$ cat config.mk
export PLATFORM = sky130hd
export DESIGN_NAME = btn_conditioner
export DESIGN_NICKNAME = d
export VERILOG_FILES = /design/src/rtl/btn_conditioner.sv
export SDC_FILE = /design/constraint.sdc
export NUM_CORES = 1
export LEC_CHECK = 0
export ABC_CLOCK_PERIOD_IN_PS = 6100
export CORE_ASPECT_RATIO = 1.1
export CORE_MARGIN = 2
export CORE_UTILIZATION = 40
export CTS_CLUSTER_SIZE = 28
export DETAILED_ROUTE_END_ITERATION = 16
export PLACE_DENSITY = 0.62
export SLEW_MARGIN = 25
export SYNTH_ARGS = -nofsm -noshare
export SYNTH_HDL_FRONTEND = slang
export SYNTH_SLANG_ARGS = --single-unit
$ cat constraint.sdc
create_clock -name sysclk -period 6.1 [get_ports sysclk]
set_input_delay 1.525 -clock sysclk [delete_from_list [all_inputs] [get_ports sysclk]]
set_output_delay 1.525 -clock sysclk [all_outputs]
set_load 0.1 [all_outputs]
$ cat src/rtl/btn_conditioner.sv
// Raw push-button conditioner: 2-FF synchronizer, symmetric debounce, press/release
// strobes, debounced level, long-press and auto-repeat strobes, all sysclk-synchronous.
module btn_conditioner #(
  parameter int DEBOUNCE_CYCLES   = 300,
  parameter int LONG_PRESS_CYCLES = 62_500_000,
  parameter int REPEAT_CYCLES     = 12_500_000
) (
  input  logic sysclk,
  input  logic reset,
  input  logic btn,
  output logic btn_level,
  output logic press_pulse,
  output logic release_pulse,
  output logic long_press_pulse,
  output logic repeat_pulse
);

  localparam int  DEB_W    = $clog2(DEBOUNCE_CYCLES + 1);
  localparam int  HOLD_MAX = (LONG_PRESS_CYCLES > REPEAT_CYCLES) ? LONG_PRESS_CYCLES : REPEAT_CYCLES;
  localparam int  HOLD_W   = $clog2(HOLD_MAX + 1);
  localparam bit  REP_EN   = (REPEAT_CYCLES != 0);
  localparam logic [DEB_W-1:0]  DEB_LAST = DEB_W'(DEBOUNCE_CYCLES - 1);
  localparam logic [HOLD_W-1:0] LONG_AT  = HOLD_W'(LONG_PRESS_CYCLES);
  localparam logic [HOLD_W-1:0] REP_AT   = HOLD_W'(REPEAT_CYCLES);

  if (DEBOUNCE_CYCLES < 1) begin : g_bad_deb
    $error("btn_conditioner: DEBOUNCE_CYCLES must be >= 1");
  end
  if (LONG_PRESS_CYCLES < 1) begin : g_bad_long
    $error("btn_conditioner: LONG_PRESS_CYCLES must be >= 1");
  end

  typedef enum logic [1:0] {IDLE, PRESS_WAIT, HELD, RELEASE_WAIT} state_t;

  state_t            state;
  logic [1:0]        sync;
  logic              btn_s;
  logic [DEB_W-1:0]  deb_cnt;
  logic [HOLD_W-1:0] hold_cnt;
  logic [HOLD_W-1:0] hold_nxt;
  logic              long_done;

  assign btn_s    = sync[1];
  assign hold_nxt = hold_cnt + HOLD_W'(1);

  always_ff @(posedge sysclk or posedge reset) begin
    if (reset) begin
      sync             <= '0;
      state            <= IDLE;
      deb_cnt          <= '0;
      hold_cnt         <= '0;
      long_done        <= 1'b0;
      btn_level        <= 1'b0;
      press_pulse      <= 1'b0;
      release_pulse    <= 1'b0;
      long_press_pulse <= 1'b0;
      repeat_pulse     <= 1'b0;
    end else begin
      sync             <= {sync[0], btn};
      press_pulse      <= 1'b0;
      release_pulse    <= 1'b0;
      long_press_pulse <= 1'b0;
      repeat_pulse     <= 1'b0;
      case (state)
        IDLE: begin
          if (btn_s) begin
            state   <= PRESS_WAIT;
            deb_cnt <= '0;
          end
        end
        PRESS_WAIT: begin
          if (!btn_s) begin
            state   <= IDLE;
            deb_cnt <= '0;
          end else if (deb_cnt == DEB_LAST) begin
            state       <= HELD;
            deb_cnt     <= '0;
            press_pulse <= 1'b1;
            btn_level   <= 1'b1;
            hold_cnt    <= '0;
            long_done   <= 1'b0;
          end else begin
            deb_cnt <= deb_cnt + DEB_W'(1);
          end
        end
        HELD: begin
          // Counter runs to the long-press point, then is reloaded to time each
          // repeat period; with repeat disabled it simply parks, so it never wraps.
          if (!long_done) begin
            if (hold_nxt == LONG_AT) begin
              long_press_pulse <= 1'b1;
              long_done        <= 1'b1;
              hold_cnt         <= '0;
            end else begin
              hold_cnt <= hold_nxt;
            end
          end else if (REP_EN) begin
            if (hold_nxt == REP_AT) begin
              repeat_pulse <= 1'b1;
              hold_cnt     <= '0;
            end else begin
              hold_cnt <= hold_nxt;
            end
          end
          if (!btn_s) begin
            state   <= RELEASE_WAIT;
            deb_cnt <= '0;
          end
        end
        RELEASE_WAIT: begin
          if (btn_s) begin
            state   <= HELD;
            deb_cnt <= '0;
          end else if (deb_cnt == DEB_LAST) begin
            state         <= IDLE;
            deb_cnt       <= '0;
            release_pulse <= 1'b1;
            btn_level     <= 1'b0;
          end else begin
            deb_cnt <= deb_cnt + DEB_W'(1);
          end
        end
        default: begin
          state   <= IDLE;
          deb_cnt <= '0;
        end
      endcase
    end
  end

endmodule
==> results.md, run 1 <==
* Crit path launch type: flop
* Pwr dens at 173 nW/µm²
* Worst-Margin Slew at 0.961 ns
* Post-synth EDFFs at 0
* DR vias at approximately 2,300
* Final instance area at 2910 µm²
* TritonCTS buffer count at 5
* XOR/XNOR Fraction of Synth Area at between 4 and 5%
* Final setup viols at 0
* Most frequent cell after synthesis: dfrtp_1
* Max-slew violations at 0
* Ant diodes at 0
* DP Area at 2810 µm²
* Layout Nets at about 320
* Cells after Synth at 316
* Gates resized, CTS repair at 0
* Starting Density at 41.3%
* Vias per cell at 5.87
* Total Routing Usage GR at 18.4%
* Status: completed
* Area Overhead vs Synth at 6.85%
* Hold Buf Count CTS at 0
* Storage cell area at 1130 µm²
* Top post-synthesis cells by count: dfrtp_1, o21ai_0, nand2_1
* Synth cell types at between 50 and 60
* Complex-gate fraction of the synthesized area at 16.6%
* Core Box Area at 6590 µm²
* WS Path Type: reg2reg
* CTS Sinks at 45
* Die height at about 90 µm
* Placement Rows at 31
* CTS tree: yes
* Remaining DRCs at 0
* Max-cap check violation count at 0
* Simple-Gate Fraction of Synth Area at 30.6%
* Clk_lat worst skew at 0.30 ns
* Drt pass-1 iters at 4
* # fillers at 662
* Largest net degree at the start of global routing at between 40 and 50
* IO buf count at 7
* Worst EP arrival at 3.78 ns
* Clock slew at reported path FFs at 0.09 ns
* Mux share of post-synthesis cell area at ~1.1%
* Yosys top cell by area: dfrtp_1
* Final core utilization at 44.1%
* Maximum clock frequency at ~0.28 GHz
* Synthesized area at 2720 µm²
* YS warnings at 0
* Gr ovfl total at 0
* Crit path max fanout at 14
* Die X at 82.6 µm
* Die area at ~7500 µm²
* Detailed Place HPWL at 4.50 mm
* Synth Area in Adders at 0.920%
* Main combinational cell family by area after synthesis: simple AND/OR/NAND/NOR gates
* Placer Congestion at 0.872
* IO Pins at 8
* First-pass GRT wire length at 10.9 mm
* Register area share after synthesis at 41.4%
* Area of the multi-input gates at approximately 1500 µm²
* #FFs+latches synth at 45
* Relative slew slack at 35.8%
* Layout cell share with drive strength beyond 1 at 7.99%
* Final wirelength at around 6.3 mm
* Post-placement cell count at roughly 390
* Leak Pwr at 1.17 nW
* Vias in the first global route at between 2,000 and 2,500
* Final hold violation count at 0
* H-tree levels at 2
* Minimum hold slack at 0.370 ns
* Root buf cell: clkbuf_8
* Syn Area/Cell at 8.61 µm²
* Crit path time final at 3.61 ns
* Final Cycle Share at 59.2%
* RSZ-0062 raised after global routing: false
* Setup TNS Final at 0 ns
* CP required at 6.27 ns
* Ys async rst share at 100%
* Min-Delay Path Class: reg2reg
* CTS max path bufs at 2
* Wire per inst at roughly 16 µm
* Layout Cells excl Fill at 395
* Initial antenna violation count at 0
* Ranking of synthesized cells by area: dfrtp_1, o21ai_0, nand2_1
* Synth top area share at slightly above 40%
* Top FF cell, synth: dfrtp_1
* Setup Skew at about 0.0050 ns
* CP Capture Type: flop
* Post-CTS setup buffer count at 0
* Final ANT Viol Nets at 0
* Initial detailed-routing violation count at 173
* IR drop worst, VDD at between 0.00009 and 0.0001 V
* Post-Syn Nets at 321
[path summary, 6_finish.rpt]
check,start,end,slack [ns],depth (start not counted)
min,sync[0]$_DFF_PP0_,sync[1]$_DFF_PP0_,0.37,0
max reg2reg,hold_cnt[0]$_DFFE_PP0P_,hold_cnt[5]$_DFFE_PP0P_,2.49,9
min in group asynchronous,reset,deb_cnt[7]$_DFFE_PP0P_,1.66,2
min reg2reg,sync[0]$_DFF_PP0_,sync[1]$_DFF_PP0_,0.37,0
max,hold_cnt[0]$_DFFE_PP0P_,hold_cnt[5]$_DFFE_PP0P_,2.49,9
max in group asynchronous,reset,hold_cnt[11]$_DFFE_PP0P_,3.98,2
[layer usage]
metal | GRT usage [%] | wire (µm) | vias up
met5 | 0 | 0 | -
met4 | 5.19 | 60 | 0
met3 | 2.70 | 278 | 4
met2 | 28.3 | 2910 | 52
met1 | 26.7 | 3070 | 1123
li1 | - | - | 1140
[critical path, stage by stage, from the launching register on]
cell and delay, ns:
dfrtp_1 0.43, ha_1 0.26, nand3_2 0.15, or3_1 0.50
nor2_1 0.39, a32oi_1 0.17, nor4_1 0.55, nand2_1 0.52
nand2_1 0.36, o221ai_1 0.16
[area by class of cell]
type | count | area share [%]
clock buffers | 5 | 2.37
clock inverters | 3 | 0.775
inverters | 12 | 1.59
multi-input cells | 240 | 50.3
flip-flops and latches | 45 | 38.7
well taps | 82 | 3.53
repair buffers | 8 | 2.67
[cells by family after synthesis]
| family | count (synthesis) |
|---|---|
| xor gates and xnor gates | 13 |
| DFF | 45 |
| muxes | 3 |
| buffers and inverters | 31 |
| adders and majority gates | 2 |
| AOI/OAI and AO/OA | 70 |
| and+or+nand+nor | 152 |
[power by group]
group	internal [mW]	total, mW	switching, mW
sequential	0.300	0.302	0.00226
clock	0.0805	0.188	0.108
combinational	0.00315	0.0128	0.00963
[registers in the layout, indices dropped and copies added, names as in the netlist, named ones only]
name              cells
long_press_pulse      1
state                 1
release_pulse         1
sync                  2
long_done             1
deb_cnt               9
btn_level             1
repeat_pulse          1
hold_cnt             26
press_pulse           1
[stage by stage]
step	setup WS, ns	total power, mW
finish	2.49	0.504
global route	2.34	0.526
CTS	2.56	0.512
detailed placement	2.58	0.322
global placement	2.65	0.321
floorplan	3.45	0.317
[cell usage in the layout, fill, tap and decap left out, types with 7 or more instances in the layout]
cell type / instances
dfrtp_1: 45
o21ai_0: 34
nand2_1: 33
nor2_1: 28
nand3_1: 19
nand4_1: 17
inv_1: 11
and3_1: 8
xor2_1: 7
nor3_1: 7
clkdlybuf4s50_1: 7
(Power assumes the default switching activity.)
==> run 2, diff against run 1 <==
Settings changed: ABC_CLOCK_PERIOD_IN_PS 6100 to 3580.
Clock period 6.1 ns to 3.58 ns, I/O delays scaled along.
==> results.md, run 2 (synthesis results as in run 1) <==
* Status: completed
* CP max stage delay at 0.49 ns (-0.06 ns)
* Most frequent cells in the layout: dfrtp_1, o21ai_0, nand2_1
* Area Overhead vs Synth at 8.19%
* CTS Sinks at 45 (unchanged)
* Hold Buf Count CTS at 0 (unchanged)
* First-pass GRT wire length at 11.1 mm (+2.0%)
* Hold depth at 0 (unchanged)
* Layout Nets at 322 (+1.6%)
* Met1 Wirelength at 3.02 mm (-1.8%)
* Final core utilization at 44.6% (+0.55 points)
* Top reg by flops: hold_cnt
* FF-to-FF End: hold_cnt[5]$_DFFE_PP0P_
* IR drop worst, VDD at 0.000204 V (+110%)
* Largest registers: hold_cnt x26, deb_cnt x9, sync x2
* IO Pins at 8 (unchanged)
* Clock slew at reported path FFs at 0.09 ns (about the same)
* CP required at 3.76 ns (-2.51 ns)
* Largest register FFs at 26 (unchanged)
* Slowest CP cell: or3_1
* Cell mode on critical path: nand2_1
* Most common cell after layout, fill and taps aside: dfrtp_1
* Initial antenna violation count at 0 (unchanged)
* Initial detailed-routing violation count at 155 (-10%)
* Pwr dens at 294 nW/µm² (+70%)
* Vias in the first global route at 2,255 (+0.58%)
* Leak Pwr at 1.20 nW (+2.9%)
* Max Used Layer: met4
* Clk_lat worst skew at 0.31 ns (about the same)
* Remaining DRCs at 0 (unchanged)
* Worst hold path endpoint: sync[1]$_DFF_PP0_
* Crit path max-delay family: simple AND/OR/NAND/NOR gates
* Final Cycle Share at 91.5% (+32 points)
* H-tree levels at 2 (unchanged)
* Minimum hold slack at 0.369 ns (-0.000695 ns)
* Maximum clock frequency at 0.305 GHz (+10%)
* Critical path, cell by cell: ha_1 -> nand3_2 -> or3_1 -> nor2_1 -> a32oi_1 -> nor4_1 -> nand2_1 -> nand2_1 -> o221ai_1
* HP Start: sync[0]$_DFF_PP0_
* Final wirelength at 6.44 mm (+2.0%)
* Gr ovfl total at 0 (unchanged)
* DP Area at 2840 µm² (+1.3%)
* Max-cap check violation count at 0 (unchanged)
* Largest net degree at the start of global routing at 46 (unchanged)
* Crit path time final at 3.28 ns (-0.338 ns)
* Register-to-register path setup slack at 0.30 ns (-2.18 ns)
* Starting Density at 41.3% (unchanged)
* FF-to-FF path depth at 9 (unchanged)
* Die X at 82.6 µm (unchanged)
* Relative slew slack at 35.5% (-0.27 points)
* DR vias at 2,384 (+2.8%)
* Worst-Margin Slew at 0.965 ns (+0.00398 ns)
* TritonCTS buffer count at 5 (unchanged)
* CTS max path bufs at 2 (unchanged)
* Routed met2 length at 3.06 mm (+5.2%)
* WS Path Type: reg2reg
* Detailed Place HPWL at 4.64 mm (+3.0%)
* CP Capture Type: flop
* Die height at 90.5 µm (unchanged)
* Final ANT Viol Nets at 0 (unchanged)
* CP Buf/Inv Count at 0 (unchanged)
* Min-Delay Path Class: reg2reg
* CTS tree: yes
* RSZ-0062 raised after global routing: false
* Crit path max fanout at 14 (unchanged)
* Vias per cell at 5.96 (+1.5%)
* Final setup viols at 0 (unchanged)
* Core Box Area at 6590 µm² (unchanged)
* Wire per inst at 16.1 µm (+0.74%)
* Setup TNS Final at 0 ns (unchanged)
* Drt pass-1 iters at 5 (+1)
* Gates resized, CTS repair at 0 (unchanged)
* Final instance area at 2940 µm² (+1.2%)
* Die area at 7480 µm² (unchanged)
* Worst setup startpoint: hold_cnt[0]$_DFFE_PP0P_
* Layout cell share with drive strength beyond 1 at 9.43% (+1.4 points)
* Wire length on met3 at 220 µm (-21%)
* Root buf cell: clkbuf_8
* Worst EP arrival at 3.46 ns (-0.32 ns)
* Ant diodes at 0 (unchanged)
* Total Routing Usage GR at 19.0% (+0.58 points)
* Max-slew violations at 0 (unchanged)
* R2r startpoint: hold_cnt[0]$_DFFE_PP0P_
* Post-placement cell count at 392 (+1.3%)
* Layout Cells excl Fill at 400 (+1.3%)
* IO buf count at 7 (unchanged)
* Crit path launch type: flop
* Setup Skew at 0.00797 ns (+0.00298 ns)
* Post-CTS setup buffer count at 0 (unchanged)
* Final hold violation count at 0 (unchanged)
* Placement Rows at 31 (unchanged)
* Placer Congestion at 0.863 (-1.1%)
==> run 2: cell types whose count changed in the layout (fill, tap and decap cells not counted) <==
cell / delta
clkinvlp_4: -2
inv_6: +1
clkinv_2: +1
buf_4: +5
==> run 2: power breakdown <==
group          total [mW]  leakage, nW  internal, mW  switching, mW
clock network       0.328       0.0445         0.139          0.189
logic              0.0220        0.534       0.00544         0.0165
registers           0.515        0.621         0.511        0.00370
total               0.865         1.20         0.656          0.210
==> run 2: worst register-to-register path: cells and delay by family (launching register included) <==
| kind | cells | cell delay, ns |
|---|---|---|
| AOI/OAI and AO/OA | 2 | 0.31 |
| adders and majority gates | 1 | 0.27 |
| DFF | 1 | 0.43 |
| and+or+nand+nor | 6 | 2.15 |
==> run 2: layer usage <==
metal,up-vias,global-route usage (%)
met1,1148,25.6
li1,1149,-
met2,73,30.0
met4,0,6.83
met5,-,0
met3,14,3.50
==> run 2: worst max-delay path by stage <==
stage | endpoint | slack, ns | depth (start not counted)
2_1_floorplan | hold_cnt[19]$_DFFE_PP0P_ | 0.93 | 11
3_3_place_gp | hold_cnt[19]$_DFFE_PP0P_ | 0.09 | 9
3_5_place_dp | hold_cnt[19]$_DFFE_PP0P_ | 0.04 | 9
4_1_cts | hold_cnt[19]$_DFFE_PP0P_ | 0.02 | 9
5_1_grt | hold_cnt[5]$_DFFE_PP0P_ | 0.02 | 9
6_report | hold_cnt[5]$_DFFE_PP0P_ | 0.30 | 9
==> run 2: layout make-up <==
class	instances	area (µm²)
clock buffer	5	68.8
timing repair buffer	13	115
multi-input combinational	240	1460
inverter	12	46.3
fill	649	3650
sequential	45	1130
tap	82	103
clock inverter	3	21.3
==> run 2: through the flow <==
| stage | setup WS [ns] | power [mW] |
|---|---|---|
| 5_1_grt | 0.0204 | 0.904 |
| 6_report | 0.304 | 0.865 |
| 4_1_cts | 0.0177 | 0.874 |
| 3_5_place_dp | 0.0365 | 0.548 |
| 3_3_place_gp | 0.0949 | 0.548 |
| 2_1_floorplan | 0.929 | 0.540 |
